**src/rtl/router_mem_arbiter.sv**
```systemverilog
`default_nettype none
// ============================================================================
// Module   : router_mem_arbiter
// Purpose  : Round-robin arbiter that gives a single-port memory to a read
//            requester and a write requester, one fixed-length burst at a time.
//            A read burst issues BURST_LEN back-to-back read strobes and hands
//            the returned beats to the read side. A write burst forwards
//            BURST_LEN accepted write beats, and stalls on wr_valid gaps.
// Revision : 1.0 - initial release
// ----------------------------------------------------------------------------
// Ports
//   clk            in   rising-edge clock
//   rst_n          in   asynchronous active-low reset
//   read_req       in   read side requests a burst (sampled in IDLE only)
//   read_src_addr  in   read burst base address
//   read_gnt       out  one-cycle pulse, first cycle of a read burst
//   read_done      out  one-cycle pulse carrying the last read beat
//   rd_data        out  read beat data (qualified by rd_valid)
//   rd_valid       out  rd_data valid
//   write_req      in   write side requests a burst (sampled in IDLE only)
//   write_dst_addr in   write burst base address
//   write_gnt      out  one-cycle pulse, first cycle of a write burst
//   write_done     out  one-cycle pulse, first IDLE cycle after a write burst
//   wr_data        in   write beat data
//   wr_valid       in   wr_data valid this cycle
//   mem_en         out  memory access strobe
//   mem_we         out  1 = write, 0 = read
//   mem_addr       out  memory word address (base + beat, wraps)
//   mem_wdata      out  memory write data
//   mem_rdata      in   memory read data, valid the cycle after a read strobe
// ============================================================================
module router_mem_arbiter #(
    parameter int ADDR_WIDTH = 10,
    parameter int DATA_WIDTH = 64,
    parameter int BURST_LEN  = 19
) (
    input  logic                  clk,
    input  logic                  rst_n,

    input  logic                  read_req,
    input  logic [ADDR_WIDTH-1:0] read_src_addr,
    output logic                  read_gnt,
    output logic                  read_done,
    output logic [DATA_WIDTH-1:0] rd_data,
    output logic                  rd_valid,

    input  logic                  write_req,
    input  logic [ADDR_WIDTH-1:0] write_dst_addr,
    output logic                  write_gnt,
    output logic                  write_done,
    input  logic [DATA_WIDTH-1:0] wr_data,
    input  logic                  wr_valid,

    output logic                  mem_en,
    output logic                  mem_we,
    output logic [ADDR_WIDTH-1:0] mem_addr,
    output logic [DATA_WIDTH-1:0] mem_wdata,
    input  logic [DATA_WIDTH-1:0] mem_rdata
);

    // Beat counter must hold 0..BURST_LEN-1.
    localparam int BEAT_W = (BURST_LEN > 1) ? $clog2(BURST_LEN) : 1;
    localparam logic [BEAT_W-1:0] C_LAST_BEAT = BEAT_W'(BURST_LEN - 1);
    localparam logic [BEAT_W-1:0] C_BEAT_ONE  = BEAT_W'(1);

    typedef enum logic [1:0] {
        IDLE     = 2'd0,
        RD_BURST = 2'd1,
        RD_DRAIN = 2'd2,
        WR_BURST = 2'd3
    } state_t;

    // ------------------------------------------------------------------------
    // State and registered outputs
    // ------------------------------------------------------------------------
    state_t                r_state;
    logic [ADDR_WIDTH-1:0] r_base;
    logic [BEAT_W-1:0]     r_beat;
    logic                  r_last_wr;      // 1 = write side was served last
    logic                  r_read_gnt;
    logic                  r_write_gnt;
    logic                  r_write_done;
    logic                  r_rd_valid;

    // Next-state values
    state_t                w_state_nxt;
    logic [ADDR_WIDTH-1:0] w_base_nxt;
    logic [BEAT_W-1:0]     w_beat_nxt;
    logic                  w_grant_rd;
    logic                  w_grant_wr;
    logic                  w_wr_last;      // final write beat accepted this cycle
    logic [ADDR_WIDTH-1:0] w_beat_addr;

    // Modulo-2^ADDR_WIDTH address: the carry out of the add is simply dropped.
    assign w_beat_addr = r_base + ADDR_WIDTH'(r_beat);

    // ------------------------------------------------------------------------
    // Next-state logic
    // ------------------------------------------------------------------------
    always_comb begin
        w_state_nxt = r_state;
        w_base_nxt  = r_base;
        w_beat_nxt  = r_beat;
        w_grant_rd  = 1'b0;
        w_grant_wr  = 1'b0;
        w_wr_last   = 1'b0;

        case (r_state)
            IDLE: begin
                // Read wins when alone, or when both ask and write went last.
                if (read_req && (!write_req || r_last_wr)) begin
                    w_grant_rd  = 1'b1;
                    w_state_nxt = RD_BURST;
                    w_base_nxt  = read_src_addr;
                    w_beat_nxt  = '0;
                end else if (write_req) begin
                    w_grant_wr  = 1'b1;
                    w_state_nxt = WR_BURST;
                    w_base_nxt  = write_dst_addr;
                    w_beat_nxt  = '0;
                end
            end

            RD_BURST: begin
                // One read strobe per cycle, no stalls.
                if (r_beat == C_LAST_BEAT) begin
                    w_state_nxt = RD_DRAIN;
                    w_beat_nxt  = '0;
                end else begin
                    w_beat_nxt  = r_beat + C_BEAT_ONE;
                end
            end

            RD_DRAIN: begin
                // Data for the final strobe is on the bus this cycle.
                w_state_nxt = IDLE;
            end

            WR_BURST: begin
                // Only accepted beats advance; wr_valid gaps hold the address.
                if (wr_valid) begin
                    if (r_beat == C_LAST_BEAT) begin
                        w_state_nxt = IDLE;
                        w_beat_nxt  = '0;
                        w_wr_last   = 1'b1;
                    end else begin
                        w_beat_nxt  = r_beat + C_BEAT_ONE;
                    end
                end
            end

            default: begin
                w_state_nxt = IDLE;
                w_beat_nxt  = '0;
            end
        endcase
    end

    // ------------------------------------------------------------------------
    // Registers
    // ------------------------------------------------------------------------
    always_ff @(posedge clk or negedge rst_n) begin
        if (!rst_n) begin
            r_state      <= IDLE;
            r_base       <= '0;
            r_beat       <= '0;
            r_last_wr    <= 1'b1;   // read side gets the first tie
            r_read_gnt   <= 1'b0;
            r_write_gnt  <= 1'b0;
            r_write_done <= 1'b0;
            r_rd_valid   <= 1'b0;
        end else begin
            r_state      <= w_state_nxt;
            r_base       <= w_base_nxt;
            r_beat       <= w_beat_nxt;
            r_read_gnt   <= w_grant_rd;
            r_write_gnt  <= w_grant_wr;
            r_write_done <= w_wr_last;
            // Each read strobe yields a valid beat on the following cycle.
            r_rd_valid   <= (r_state == RD_BURST);
            if (w_grant_rd) begin
                r_last_wr <= 1'b0;
            end else if (w_grant_wr) begin
                r_last_wr <= 1'b1;
            end
        end
    end

    // ------------------------------------------------------------------------
    // Outputs
    // ------------------------------------------------------------------------
    always_comb begin
        mem_en    = 1'b0;
        mem_we    = 1'b0;
        mem_addr  = '0;
        mem_wdata = '0;

        case (r_state)
            RD_BURST: begin
                mem_en   = 1'b1;
                mem_addr = w_beat_addr;
            end
            WR_BURST: begin
                mem_en    = wr_valid;
                mem_we    = wr_valid;
                mem_addr  = w_beat_addr;
                mem_wdata = wr_data;
            end
            default: begin
                mem_en    = 1'b0;
            end
        endcase
    end

    assign read_gnt   = r_read_gnt;
    assign write_gnt  = r_write_gnt;
    assign write_done = r_write_done;
    assign read_done  = (r_state == RD_DRAIN);
    assign rd_valid   = r_rd_valid;

    // The memory's own output register already delays read data by one cycle,
    // which lines it up with r_rd_valid; another flop here would skew data a
    // beat behind its valid. Gating keeps rd_data at zero outside valid beats
    // and while reset is held.
    assign rd_data    = r_rd_valid ? mem_rdata : '0;

endmodule
`default_nettype wire

```
**config.mk**
```make
export PLATFORM = sky130hd
export DESIGN_NAME = router_mem_arbiter
export DESIGN_NICKNAME = d
export VERILOG_FILES = /design/src/rtl/router_mem_arbiter.sv
export SDC_FILE = /design/constraint.sdc
export NUM_CORES = 1
export LEC_CHECK = 0
export ABC_AREA = 1
export ABC_CLOCK_PERIOD_IN_PS = 2000
export CAP_MARGIN = 20
export CORE_AREA = 2 2 117 119
export CTS_BUF_LIST = sky130_fd_sc_hd__clkbuf_8
export DETAILED_ROUTE_END_ITERATION = 6
export DIE_AREA = 0 0 119 121
export GPL_TIMING_DRIVEN = 1
export SLEW_MARGIN = 25
export SYNTH_ARGS = -nofsm -noshare
export SYNTH_HDL_FRONTEND = slang
export SYNTH_SLANG_ARGS = --single-unit
export TNS_END_PERCENT = 30
```
**constraint.sdc**
```tcl
create_clock -name clk -period 2 [get_ports clk]
set_input_delay 0.4 -clock clk [delete_from_list [all_inputs] [get_ports clk]]
set_output_delay 0.4 -clock clk [all_outputs]
set_load 0.01 [all_outputs]
```
==> metrics.md <==
| Metric | Value |
|---|---|
| Total GRT Usage | `15.6%` |
| Crit path time final | `2.24 ns` |
| Failing checks | `setup timing` |
| Fmax | `446 MHz` |
| VDD IR max | `471 uV` |
| Worst slack, placed | `-0.464 ns` |
| Final Setup Violations | `8` |
| Initial detailed-routing violation count | `139` |
| Worst-Skew Late Latency | `0.26 ns` |
| Via count of the first global-routing pass | `3629` |
| Number of buffers added on ports | `297` |
| Post-route ant nets | `0` |
| CP Max Fanout | `4` |
| Clock root cell | `clkbuf_8` |
| Maximum clock insertion buffer count | `2` |
| Slew Viols, Final | `0` |
| Crit path largest cell delay | `0.36 ns` |
| Yosys warning total | `0` |
| CP startpoint kind | `register` |
| Final setup margin | `-0.240 ns` |
| Post-synthesis sequential area ratio | `21.8%` |
| Cell Area, Synth | `0.00253 sq mm` |
| LEAKAGE | `4.36 nW` |
| Die area | `0.0144 sq mm` |
| Post-layout nets | `956` |
| Post-synthesis net count | `634` |
| Crit path cell chain | `ha_2 -> inv_2 -> fa_2 -> inv_2 -> nand2_2 -> nand3_4 -> nand3_4 -> nand3_2 -> nand2_1 -> nor2_1 -> buf_2` |
| DRT Wirelength | `12900 microns` |
| IO Count | `298` |
| CP max stage cell | `dfrtp_1` |
| Worst slew pin tran | `0.283 ns` |
| Drt first pass iters | `4` |
| Seq cells post-synth | `22` |
| DR vias | `3856` |
| Ys async rst share | `100%` |
| Setup CP Type | `register to primary output` |
| # diodes | `0` |
| Syn avg cell area | `5.35 sq um` |
| Share of cells above drive strength 1 | `13.1%` |
| Chip height | `121 microns` |
| Tcrit/Tclk final | `112%` |
| Dominant synthesized flop cell | `dfrtp_1` |
| Slew HR | `81.1%` |
| Largest net degree at the start of global routing | `39` |
| Initial antenna violation count | `0` |
| Largest delay share family, worst path | `adder cells` |
| Power Dens Cells | `917 mW/mm^2` |
| Drt via density | `3.98` |
| Most common cell after layout, fill and taps aside | `clkdlybuf4s50_1` |
| Most frequent cells in the layout | `clkdlybuf4s50_1, inv_1, nand2_1` |
| Max Cap Viol | `0` |
| TNS Setup | `-1.21 ns` |
| CTS Buf Count | `3` |
| Die width | `119 microns` |
| Routed len/inst | `13.3 microns` |
| Gpl congestion | `0.825` |
| Core area | `0.0131 sq mm` |
| Post-synth EDFFs | `0` |
| CTS tree | `yes` |
| Gr ovfl total | `0` |
| Synthesis-to-finish area growth | `147%` |
| Number of core rows | `42` |
| Crit path capture type | `primary output` |
| First-pass GRT wire length | `18100 microns` |
| Cts hold-fix bufs | `0` |
| Clock Sinks | `22` |
| Clock transition at path regs | `0.08 ns` |
| Residual DRC | `0` |
| Netlist cell types | `32` |
| H-tree depth | `1` |
| Outcome | `complete, but fails checks` |
| Placed wire-length estimate | `10500 microns` |
| Fin Hold WS | `0.486 ns` |
| Final core occ | `47.8%` |
| Min-delay worst type | `input pin to async pin` |
| RSZ-0062 raised after global routing | `true` |
| Max Clock Skew | `0.00579 ns` |
| Final hold vios | `0` |
| CP Buf/Inv Count | `3` |
| Cell count after synthesis | `473` |
| Critical path required time | `1.60 ns` |
| Critical path data arrival time | `1.84 ns` |
| Initial core utilization | `19.3%` |
==> final cells by class <==
cell class                      count  area, sq um
Multi-Input combinational cell    276         1460
Timing Repair Buffer              337         3380
Fill cell                        1281         6830
Clock buffer                        4         55.1
Tap cell                          176          220
Inverter                          155          582
Sequential cell                    22          554
==> registers in the layout (all words and copies together), names as in the netlist <==
signal / cells
r_base: 10
r_beat: 5
r_state: 2
r_last_wr: 1
rd_valid: 1
read_gnt: 1
write_done: 1
write_gnt: 1
==> worst paths after layout <==
check	startpoint	slack [ns]	depth (start not counted)	endpoint
hold / removal	rst_n	0.49	2	r_beat[3]
min in group clk	r_last_wr	0.51	2	r_last_wr
hold reg to reg	r_last_wr	0.51	2	r_last_wr
setup / recovery	r_beat[0]	-0.24	11	mem_addr[8]
max in group asynchronous	rst_n	1.24	2	r_last_wr
setup reg to reg	r_state[0]	0.55	7	r_base[2]
==> routing by layer <==
metal	vias to the layer above	global-route usage (%)	routed length, microns	part of all wire (%)
li1	1969	-	-	-
met1	1685	17.7	4900	38
met2	186	28.5	6580	51
met3	16	4.23	1120	8.7
met4	0	4.91	303	2.3
met5	-	0	0	0
==> cell usage after synthesis, types with 3 or more instances <==
| library cell | count | area (sq um) |
|---|---|---|
| a21oi_1 | 9 | 45.0 |
| a31oi_1 | 4 | 25.0 |
| buf_1 | 4 | 15.0 |
| buf_2 | 7 | 35.0 |
| buf_4 | 3 | 22.5 |
| clkbuf_1 | 4 | 15.0 |
| dfrtp_1 | 21 | 526 |
| ha_1 | 7 | 87.6 |
| inv_1 | 150 | 563 |
| inv_2 | 5 | 18.8 |
| nand2_1 | 110 | 413 |
| nand3_1 | 15 | 75.1 |
| nor2_1 | 94 | 353 |
| o21ai_0 | 10 | 50.1 |
| o21ai_1 | 5 | 25.0 |
| o22ai_2 | 4 | 50.1 |
==> cells by family after synthesis <==
kind of cell               synth area share [%]
AOI/OAI and AO/OA                          9.79
buffers and inverters                      27.3
adders and majority gates                  4.25
DFF                                        21.8
and+or+nand+nor                            36.1
xor gates and xnor gates                  0.692
==> worst register-to-register path: stages (launching register included) <==
cell	delay, ns
dfrtp_1	0.42
buf_4	0.18
nor2_8	0.12
inv_2	0.06
a21oi_4	0.19
buf_12	0.18
nor2_1	0.05
a31oi_1	0.15
==> repair_timing <==
action,in CTS,in global routing
cloned,0,3
setup endpoints to repair,104,63
resized for setup,137,65
pin swaps,16,7
setup buffers,2,4
==> stage by stage <==
step	std cells	total power, mW	area [sq um]
after floorplan	473	2.75	2530
after global placement	958	5.07	5880
after detailed placement	958	5.11	5880
after CTS	964	5.40	5950
after global routing	970	6.20	6260
final	970	5.74	6260
==> power breakdown <==
group	switching (mW)	internal [mW]
clock network	0.145	0.176
logic	2.32	2.31
registers	0.150	0.630
total	2.62	3.12
No activity file was read; power rests on OpenSTA's default activity.
